<file path="src/rtl/branch_predictor.sv">
// Gshare front-end predictor: 2-bit counter table indexed by speculative history ^ pc,
// with an in-order FIFO of in-flight branches trained and repaired at commit.
module branch_predictor #(
  parameter int PATTERN_WIDTH  = 8,
  parameter int INST_MEM_WIDTH = 14,
  parameter int N_INFLIGHT     = 4
) (
  input  logic                      clk,
  input  logic                      reset,
  input  logic                      issue_valid,
  output logic                      issue_ready,
  input  logic [INST_MEM_WIDTH-1:0] pc,
  input  logic [INST_MEM_WIDTH-1:0] target,
  output logic                      prediction,
  output logic [PATTERN_WIDTH-1:0]  pattern,
  output logic [INST_MEM_WIDTH-1:0] addr_on_failure,
  input  logic                      commit_valid,
  input  logic                      failure,
  output logic                      redirect,
  output logic [INST_MEM_WIDTH-1:0] redirect_addr
);
  localparam int PHT_N = 1 << PATTERN_WIDTH;
  localparam int PTR_W = (N_INFLIGHT > 1) ? $clog2(N_INFLIGHT) : 1;
  localparam int CNT_W = $clog2(N_INFLIGHT + 1);

  typedef enum logic {INIT, RUN} state_t;

  typedef struct packed {
    logic [PATTERN_WIDTH-1:0]  idx;
    logic                      pred;
    logic [INST_MEM_WIDTH-1:0] aof;
  } entry_t;

  state_t                   state_q, state_d;
  logic [PATTERN_WIDTH-1:0] sweep_q;
  logic [PATTERN_WIDTH-1:0] spec_hist, arch_hist;
  logic [1:0]               pht [PHT_N];
  entry_t                   fifo [N_INFLIGHT];
  logic [PTR_W-1:0]         rd_ptr, wr_ptr;
  logic [CNT_W-1:0]         count;

  logic [PATTERN_WIDTH-1:0] idx;
  entry_t                   head;
  logic                     do_commit, do_issue, fail, actual;

  function automatic logic [PTR_W-1:0] ptr_inc(input logic [PTR_W-1:0] p);
    return (p == PTR_W'(N_INFLIGHT - 1)) ? '0 : p + PTR_W'(1);
  endfunction

  function automatic logic [1:0] sat_upd(input logic [1:0] c, input logic up);
    if (up) return (c == 2'b11) ? c : c + 2'b01;
    return (c == 2'b00) ? c : c - 2'b01;
  endfunction

  // Lookup path: purely combinational from pc/target and registered history/table.
  always_comb begin
    idx             = spec_hist ^ pc[PATTERN_WIDTH-1:0];
    prediction      = (state_q == RUN) && pht[idx][1];
    pattern         = spec_hist;
    addr_on_failure = prediction ? pc + INST_MEM_WIDTH'(1) : target;
    issue_ready     = (state_q == RUN) && ((count < CNT_W'(N_INFLIGHT)) || commit_valid);
    head            = fifo[rd_ptr];
    do_commit       = commit_valid && (count != '0);
    actual          = head.pred ^ failure;
    fail            = do_commit && failure;
    // A branch offered alongside a failing commit is on the wrong path.
    do_issue        = issue_valid && issue_ready && !fail;
  end

  always_ff @(posedge clk) begin
    if (reset) state_q <= INIT;
    else       state_q <= state_d;
  end

  always_comb begin
    state_d = state_q;
    case (state_q)
      INIT:    if (sweep_q == '1) state_d = RUN;
      default: ;
    endcase
  end

  // Table is never reset directly; INIT rewrites every entry instead.
  always_ff @(posedge clk) begin
    if (state_q == INIT)
      pht[sweep_q] <= 2'b01;
    else if (do_commit && !reset)
      pht[head.idx] <= sat_upd(pht[head.idx], actual);
  end

  always_ff @(posedge clk) begin
    if (do_issue) fifo[wr_ptr] <= '{idx: idx, pred: prediction, aof: addr_on_failure};
  end

  always_ff @(posedge clk) begin
    if (reset) begin
      sweep_q       <= '0;
      spec_hist     <= '0;
      arch_hist     <= '0;
      rd_ptr        <= '0;
      wr_ptr        <= '0;
      count         <= '0;
      redirect      <= 1'b0;
      redirect_addr <= '0;
    end else begin
      redirect <= 1'b0;
      if (state_q == INIT) sweep_q <= sweep_q + PATTERN_WIDTH'(1);
      if (do_issue) begin
        wr_ptr    <= ptr_inc(wr_ptr);
        spec_hist <= {spec_hist[PATTERN_WIDTH-2:0], prediction};
      end
      if (do_commit) begin
        rd_ptr    <= ptr_inc(rd_ptr);
        arch_hist <= {arch_hist[PATTERN_WIDTH-2:0], actual};
      end
      if (fail) begin
        rd_ptr        <= '0;
        wr_ptr        <= '0;
        count         <= '0;
        spec_hist     <= {arch_hist[PATTERN_WIDTH-2:0], actual};
        redirect      <= 1'b1;
        redirect_addr <= head.aof;
      end else if (do_issue && !do_commit) begin
        count <= count + CNT_W'(1);
      end else if (!do_issue && do_commit) begin
        count <= count - CNT_W'(1);
      end
    end
  end

endmodule
</file>
<file path="config.mk">
export PLATFORM = sky130hd
export DESIGN_NAME = branch_predictor
export DESIGN_NICKNAME = d
export VERILOG_FILES = /design/src/rtl/branch_predictor.sv
export SDC_FILE = /design/constraint.sdc
export NUM_CORES = 1
export LEC_CHECK = 0
export ABC_CLOCK_PERIOD_IN_PS = 16500
export CORE_MARGIN = 10
export CORE_UTILIZATION = 50
export DETAILED_ROUTE_END_ITERATION = 10
export HOLD_SLACK_MARGIN = 0.08
export PLACE_DENSITY = 0.67
export SLEW_MARGIN = 10
export SYNTH_ARGS = -nofsm -noshare
export SYNTH_HDL_FRONTEND = slang
export SYNTH_SLANG_ARGS = --single-unit
</file>
<file path="constraint.sdc">
create_clock -name clk -period 16.5 [get_ports clk]
set_input_delay 4.125 -clock clk [delete_from_list [all_inputs] [get_ports clk]]
set_output_delay 4.125 -clock clk [all_outputs]
set_load 0.01 [all_outputs]
</file>
# Yosys cells after proc, flatten, opt, wreduce, memory -nomap -nowiden
# Memory sizes are Yosys's and may differ from the RTL's. A register that Yosys moved wholly into a read port is not among the register bits.
# Cells that the tools add are included.
# word_totals
register_bits,46
ramBits,604
memories,2
# mem_list
name,depth,width,rd,rd_clocked_by_memory_dff,write_ports,line_no,text
pht,256,2,2,0,1,37,logic [1:0] pht [PHT_N];
fifo,4,23,1,1,1,38,entry_t fifo [N_INFLIGHT];
# classes
addsub,8
n_lt_le_gt_ge,1
n_eq_ne,4
n_mux,30
n_bitwise,2
n_reduce_logical,20
# op_table
cell,count
8-bit 2-to-1 mux,3
2-bit 2-to-1 mux,11
"14-bit by 1-bit adder with 14-bit output, second input constant",1
14-bit 2-to-1 mux,1
1-bit 2-to-1 mux,13
1-bit logical AND,9
"8-bit by 1-bit adder with 8-bit output, second input constant",1
"8-bit == test, second input constant",1
8-bit XOR,1
"2-bit by 1-bit adder with 2-bit output, second input constant",3
"2-bit == test, second input constant",3
3-bit 2-to-1 mux,2
1-bit zero test,4
2-bit nonzero test,2
2-bit OR reduction,2
"3-bit by 1-bit adder with 3-bit output, second input constant",1
"3-bit less-than comparator, second input constant",1
3-bit nonzero test,1
"3-bit by 1-bit subtractor with 3-bit output, second input constant",1
2-bit zero test,1
"2-bit by 1-bit subtractor with 2-bit output, second input constant",1
1-bit logical OR,1
1-bit XOR,1

# Depth between registers and ports, before layout
# Gate-level depths: netlist of run 1.
# depth
word_depth,9
ltp_mapped,16

# Worst setup path after synthesis of run 1
# No wires, ideal clock.
# synth_timing
path_type,input -> register
from,input reset
to,memory pht[0][0] (data pin)
setup_ns,1.704
t_arrival_ns,12.416
path_slack_ns,2.380
cell_stages,7
path_buffers,3
cell_sequence,clkbuf_1 nor2_1 nand2_1 clkbuf_1 clkbuf_1 nor3_1 a41oi_1
# synth_between
elab_chain_cells,7
# synth_rtl
element,line_no,text
start: declaration,9,"input logic reset,"
1-bit zero test,87,else if (do_commit && !reset)
1-bit logical AND,87,
1-bit 2-to-1 mux,87,
1-bit 2-to-1 mux,85,if (state_q == INIT)
1-bit 2-to-1 mux (implied by the code),88,"pht[head.idx] <= sat_upd(pht[head.idx], actual);"
2-bit OR reduction (no source line),-,
2-bit 2-to-1 mux (no source line),-,
end: declaration,37,
# No other way between the ends.

# Worst setup path after layout of run 1
# layout_timing
from,input pc[2]
to,output addr_on_failure[0]
# layout_between
elab_chain_cells,4
# layout_rtl
element,line_no,text
start: declaration,12,"input logic [INST_MEM_WIDTH-1:0] pc,"
8-bit XOR,57,idx = spec_hist ^ pc[PATTERN_WIDTH-1:0];
memory read 256 x 2 bit,-,
1-bit logical AND,58,prediction = (state_q == RUN) && pht[idx][1];
14-bit 2-to-1 mux,60,addr_on_failure = prediction ? pc + INST_MEM_WIDTH'(1) : target;
end: declaration,16,"output logic [INST_MEM_WIDTH-1:0] addr_on_failure,"
# No other way between the ends.

==> reports/qor.yml, run 1 <==
sta:
  rsz0062_at_grt: "false"
  finalHoldViolations: 0
  maxSlewHeadroom: 0.09626
  finClkSkew_ns: 0.02358
  finalSetupViolCount: 0
  tightest_slew_ns: 1.352
  finalCritPeriodShare: 0.8457
  final.setup.worst_slack_ns: 2.546
  fmax_mhz: 71.66
  final.setup.tns_ns: 0
  slew_viol_final: 0
  period_needed_ns: 13.95
die:
  die-area_mm2: 0.06940
  io_pins: 72
  die_y_um: 263.4
  initial_core_util: 0.5040
  core_area_mm2: 0.05880
  floorplan.rows: 89
  die_w_um: 263.4
pwr:
  power.share.clock: 0.380
  ir_drop_mv: 0.1191
  switchingPower_mw: 1.144
  power_density_mw_per_mm2: 122.9
  sequentialPowerShare: 0.443
  combPwrFrac: 0.177
  p_total_mw: 4.109
  internal-power_mw: 2.965
  switching_share: 0.2784
  power_leakage_nw: 11.88
logic_synthesis:
  syn-num-nets: 2201
  synth_top_area_share: 0.6121
  ys_async_sr_fraction: 0
  syn_avg_cell_area_um2: 13.72
  yosys_warnings: 0
  synth_top_area_cell: "edfxtp_1"
  synthFlopType: "edfxtp_1"
  synth-edff-count: 604
  syn_inst: 2159
  yosysUniqueCellTypes: 65
  seq_area_frac_synth: 0.6445
  synthTopCellsByArea: "edfxtp_1, mux4_2, mux2i_1"
  ys_seq_elements: 652
  syn-cell-area_mm2: 0.02963
finish:
  layout_common_cells: "edfxtp_1, nor2_1, nand2_1, mux2i_1, mux4_2"
  synthToLayoutAreaGrowth_pct: 12.83
  fillerInstances: 4742
  drive_gt1_frac: 0.1280
  layout.nets: 2245
  final_common_cell: "edfxtp_1"
  fin_area_mm2: 0.03343
clock_network:
  cts_hold_buf: 0
  ctsResizeCount: 0
  clk_path_buf_depth: 3
  cts_num_sinks: 652
  root_buffer: "clkbuf_16"
  cts_tree: "done"
  cts_buffers: 71
  cts_max_level: 3
  cts.clk_slew.worst_paths_ns: 0.06
  clock_latency_ns: 0.62
  post_cts.repair.setup_buffers: 0
detailed_routing:
  vias_per_cell: 6.451
  wire_per_inst_um: 28.21
  drt_iter0_drc: 2413
  vias: 19553
  routed_wl_um: 85500
  drtAntennaViolNets: 0
  route.detailed.drc: 0
  firstDrtPassIters: 6
min_path:
  whs_path_depth: 2
  hold_path.class: "reg -> reg"
grt:
  antenna_found_initial: 1
  grt_max_degree: 257
  overflow: 0
  track_usage: 0.2398
  grt_pass1_wl_um: 125700
  grt_pass1_vias: 19191
placement:
  hpwl_um: 51450
  place.gp.congestion: 0.9041
  pre_cts_slack_ns: 2.601
  port_buffers: 71
  place_area_mm2: 0.03114
worst_setup_path:
  worstPathArrival_ns: 9.83
  worstPathMaxFanout: 20
  worstPathRequired_ns: 12.38
  start_kind: "input port"
  critical_path_class: "in -> out"
  reg2reg_depth: 14
  crit_path_end_kind: "output port"
job:
  maxCapViolCount: 0
outcome:
  status: "complete, no violations"
## flip-flops by register name, indices dropped and copies added (netlist names), named ones only
| signal | flops |
|---|---|
| count | 3 |
| redirect_addr | 14 |
| sweep_q | 8 |
| wr_ptr | 2 |
| fifo | 92 |
| redirect | 1 |
| pattern | 8 |
| pht | 512 |
| arch_hist | 7 |
| rd_ptr | 2 |
| state_q | 1 |
## synthesized netlist by cell type, types with 31 or more instances
| library cell | n |
|---|---|
| nand3_1 | 57 |
| clkbuf_1 | 92 |
| dfxtp_1 | 48 |
| a21oi_1 | 33 |
| mux2i_1 | 174 |
| buf_2 | 33 |
| nand2_1 | 287 |
| a211oi_1 | 31 |
| edfxtp_1 | 604 |
| nor2b_1 | 31 |
| nor2_1 | 308 |
| mux4_2 | 108 |
## worst max-delay path, cell delays in order
cell and delay [ns]:
clkdlybuf4s50_1 0.55, xnor2_2 0.44, clkinv_1 0.84, buf_4 0.53, mux4_2 0.39, and2_1 0.14, a211oi_1 0.05, a31oi_1 0.32
o21ai_1 0.11, mux2i_1 0.23, and2_1 0.96, mux2i_1 0.48, clkdlybuf4s50_1 0.62
## power groups by stage
stage | Combinational [mW] | Sequential (mW) | Clock, mW
detailed placement | 0.711 | 1.85 | 0
floorplan | 0.451 | 1.85 | 0
global placement | 0.707 | 1.85 | 0
finish | 0.727 | 1.82 | 1.56
CTS | 0.715 | 1.82 | 1.58
global route | 0.758 | 1.82 | 1.65
## area by class of cell
class	instances	area (um^2)	area share
clock buffer	90	2008	0.06006
multi-input combinational	1343	9898	0.2960
sequential	652	19100	0.5713
timing repair buffer	122	1131	0.03383
antenna	1	2.502	0.00007484
clock inverter	37	279.0	0.008345
tap	773	967.2	0.02893
inverter	13	48.80	0.001459
## metrics by stage
stage               utilization  hold slack, ns  cells
CTS                      0.5686          0.4690   3030
finish                   0.5687          0.4662   3031
floorplan                     -          0.4367   2159
detailed placement       0.5297          0.4612   2903
global placement         0.5297          0.4447   2903
global route             0.5686          0.4977   3030
## cells by family after synthesis
kind of cell    after synthesis  synth area share
xor+xnor                     29          0.009079
simple gates                764            0.1087
fa+ha+maj                    10          0.004392
compound gates              238           0.05911
mux                         302            0.1495
buf+inv                     164           0.02470
flops                       652            0.6445
## path summary, 6_finish.rpt
check	start	to	slack [ns]
max	pc[2]	addr_on_failure[0]	2.55
min reg2reg	redirect_addr[0]	redirect_addr[0]	0.47
min	redirect_addr[0]	redirect_addr[0]	0.47
max reg2reg	flop	pht[137][1]	9.00
## per-layer routing
| metal | track usage | vias to the layer above | routed length [um] |
|---|---|---|---|
| met5 | 0 | - | 0 |
| met4 | 0.1007 | 0 | 3803 |
| met3 | 0.05587 | 230 | 8946 |
| met2 | 0.3779 | 1203 | 39920 |
| met1 | 0.3154 | 9815 | 32830 |
| li1 | - | 8305 | - |
(Power assumes the default switching activity.)
==> inputs of run 2 (changes only) <==
--- a/config.mk
+++ b/config.mk
@@ -5,7 +5,7 @@
 export SDC_FILE = /design/constraint.sdc
 export NUM_CORES = 1
 export LEC_CHECK = 0
-export ABC_CLOCK_PERIOD_IN_PS = 16500
+export ABC_CLOCK_PERIOD_IN_PS = 14000
 export CORE_MARGIN = 10
 export CORE_UTILIZATION = 50
 export DETAILED_ROUTE_END_ITERATION = 10
==> constraint.sdc (replaced) <==
create_clock -name clk -period 14 [get_ports clk]
set_input_delay 3.5 -clock clk [delete_from_list [all_inputs] [get_ports clk]]
set_output_delay 3.5 -clock clk [all_outputs]
set_load 0.01 [all_outputs]
==> reports/qor.yml, run 2 (synthesis results as in run 1) <==
outcome:
  status: "complete, no violations"
detailed_routing:
  route.detailed.drc: 0
  drtAntennaViolNets: 0
  firstDrtPassIters: 7
  routed_wl_um: 84970
  vias_per_cell: 6.465
  wire_per_inst_um: 28.03
  drt_iter0_drc: 2595
  vias: 19594
worst_setup_path:
  worstPathArrival_ns: 9.05
  path_buf_inv: 5
  path_cells: "clkdlybuf4s50_1, xnor2_2, clkinv_1, buf_4, buf_4, mux4_2, and2_1, a211oi_1, a31oi_1, o21ai_1, mux2i_1, and2_1, mux2i_1, clkdlybuf4s50_1"
  start_kind: "input port"
  crit_path_end_kind: "output port"
  worstPathRequired_ns: 10.50
  cp_slowest_cell: "and2_1"
  cpPeakStageDelay_ns: 0.92
  critical_path_class: "in -> out"
  path_delay_family: "buffers and inverters"
  worstPathMaxFanout: 19
sta:
  finalCritPeriodShare: 0.8961
  slew_viol_final: 0
  finalHoldViolations: 0
  finClkSkew_ns: 0.02486
  tightest_slew_ns: 1.361
  maxSlewHeadroom: 0.09234
  rsz0062_at_grt: "false"
  final.setup.tns_ns: 0
  finalSetupViolCount: 0
  fmax_mhz: 79.71
  final.setup.worst_slack_ns: 1.454
  period_needed_ns: 12.55
grt:
  track_usage: 0.2387
  grt_max_degree: 257
  grt_pass1_vias: 19052
  overflow: 0
  grt_pass1_wl_um: 125300
  antenna_found_initial: 0
clock_network:
  cts_max_level: 3
  cts.clk_slew.worst_paths_ns: 0.05
  clock_latency_ns: 0.62
  cts_buffers: 71
  cts_hold_buf: 0
  ctsResizeCount: 0
  post_cts.repair.setup_buffers: 0
  root_buffer: "clkbuf_16"
  cts_tree: "done"
  cts_num_sinks: 652
  clk_path_buf_depth: 3
pwr:
  sequentialPowerShare: 0.441
  power.share.clock: 0.382
  combPwrFrac: 0.177
  power_leakage_nw: 11.88
  ir_drop_mv: 0.1140
  power_density_mw_per_mm2: 145.2
  switching_share: 0.2783
  switchingPower_mw: 1.352
  internal-power_mw: 3.508
  p_total_mw: 4.860
finish:
  regMostFlops: "pht"
  fillerInstances: 4672
  regArea_mm2: 0.01910
  antenna_cells: 0
  final_common_cell: "edfxtp_1"
  multi_input_area_mm2: 0.009898
  drive_gt1_frac: 0.1289
  layout_common_cells: "edfxtp_1, nor2_1, nand2_1, mux2i_1, mux4_2"
  layout.nets: 2246
  utilization: 0.5692
  reg.largest.list: "pht (512), fifo (92), redirect_addr (14)"
  largest_reg_flops: 512
  synthToLayoutAreaGrowth_pct: 12.94
die:
  initial_core_util: 0.5040
  io_pins: 72
  die-area_mm2: 0.06940
  core_area_mm2: 0.05880
  die_w_um: 263.4
  die_y_um: 263.4
  floorplan.rows: 89
placement:
  hpwl_um: 51980
  place.gp.congestion: 0.9250
  port_buffers: 71
  pre_cts_slack_ns: 1.466
job:
  maxCapViolCount: 0
min_path:
  hold_path.class: "reg -> reg"
## run 2: changes by cell type in the layout (fill, tap and decap cells not counted), sizes merged
| cell | delta |
|---|---|
| bufinv | +1 |
| diode | -1 |
| clkinv | -3 |
| inv | -2 |
| clkbuf | +3 |
| buf | +1 |
| clkinvlp | +1 |
## run 2: area by class of cell
type                            instances  area share
Sequential cell                       652      0.5707
Tap cell                              773     0.02890
Timing Repair Buffer                  123     0.03440
Clock buffer                           93     0.05967
Inverter                               13    0.001458
Clock inverter                         34    0.009085
Multi-Input combinational cell       1343      0.2958
## run 2: metrics by stage
| step | std cells | instance area (um^2) | hold slack [ns] |
|---|---|---|---|
| after floorplan | 2159 | 29630 | 0.4367 |
| after global placement | 2904 | 31160 | 0.4429 |
| after detailed placement | 2904 | 31160 | 0.4504 |
| after CTS | 3031 | 33470 | 0.4578 |
| after global routing | 3031 | 33470 | 0.4785 |
| final | 3031 | 33470 | 0.4631 |
## run 2: metal layers
metal  vias up  track usage  share of wire
met5         -            0              0
met4         0      0.09226          0.040
met3       218      0.05438           0.10
met2      1204       0.3758           0.47
met1      9845       0.3180           0.39
li1       8327            -              -
## run 2: power groups by stage
stage	clock (mW)	sequential, mW	combinational (mW)
2_1_floorplan	0	2.18	0.531
3_3_place_gp	0	2.18	0.836
4_1_cts	1.87	2.14	0.847
6_report	1.86	2.14	0.860
3_5_place_dp	0	2.18	0.843
5_1_grt	1.95	2.14	0.894
## run 2: worst paths after layout
| kind | startpoint | slack (ns) | end | depth (start not counted) |
|---|---|---|---|---|
| worst min-delay path | redirect_addr[0] | 0.46 | redirect_addr[0] | 2 |
| worst max register to register | flop | 6.81 | pht[20][0] | 13 |
| worst max-delay path | pc[2] | 1.45 | addr_on_failure[0] | 14 |
| worst min register to register | redirect_addr[0] | 0.46 | redirect_addr[0] | 2 |
## run 2: tightest hold or removal path: stages (launching register included)
cell and delay [ns]:
dfxtp_1 0.31, nand2_1 0.05, a21oi_1 0.05
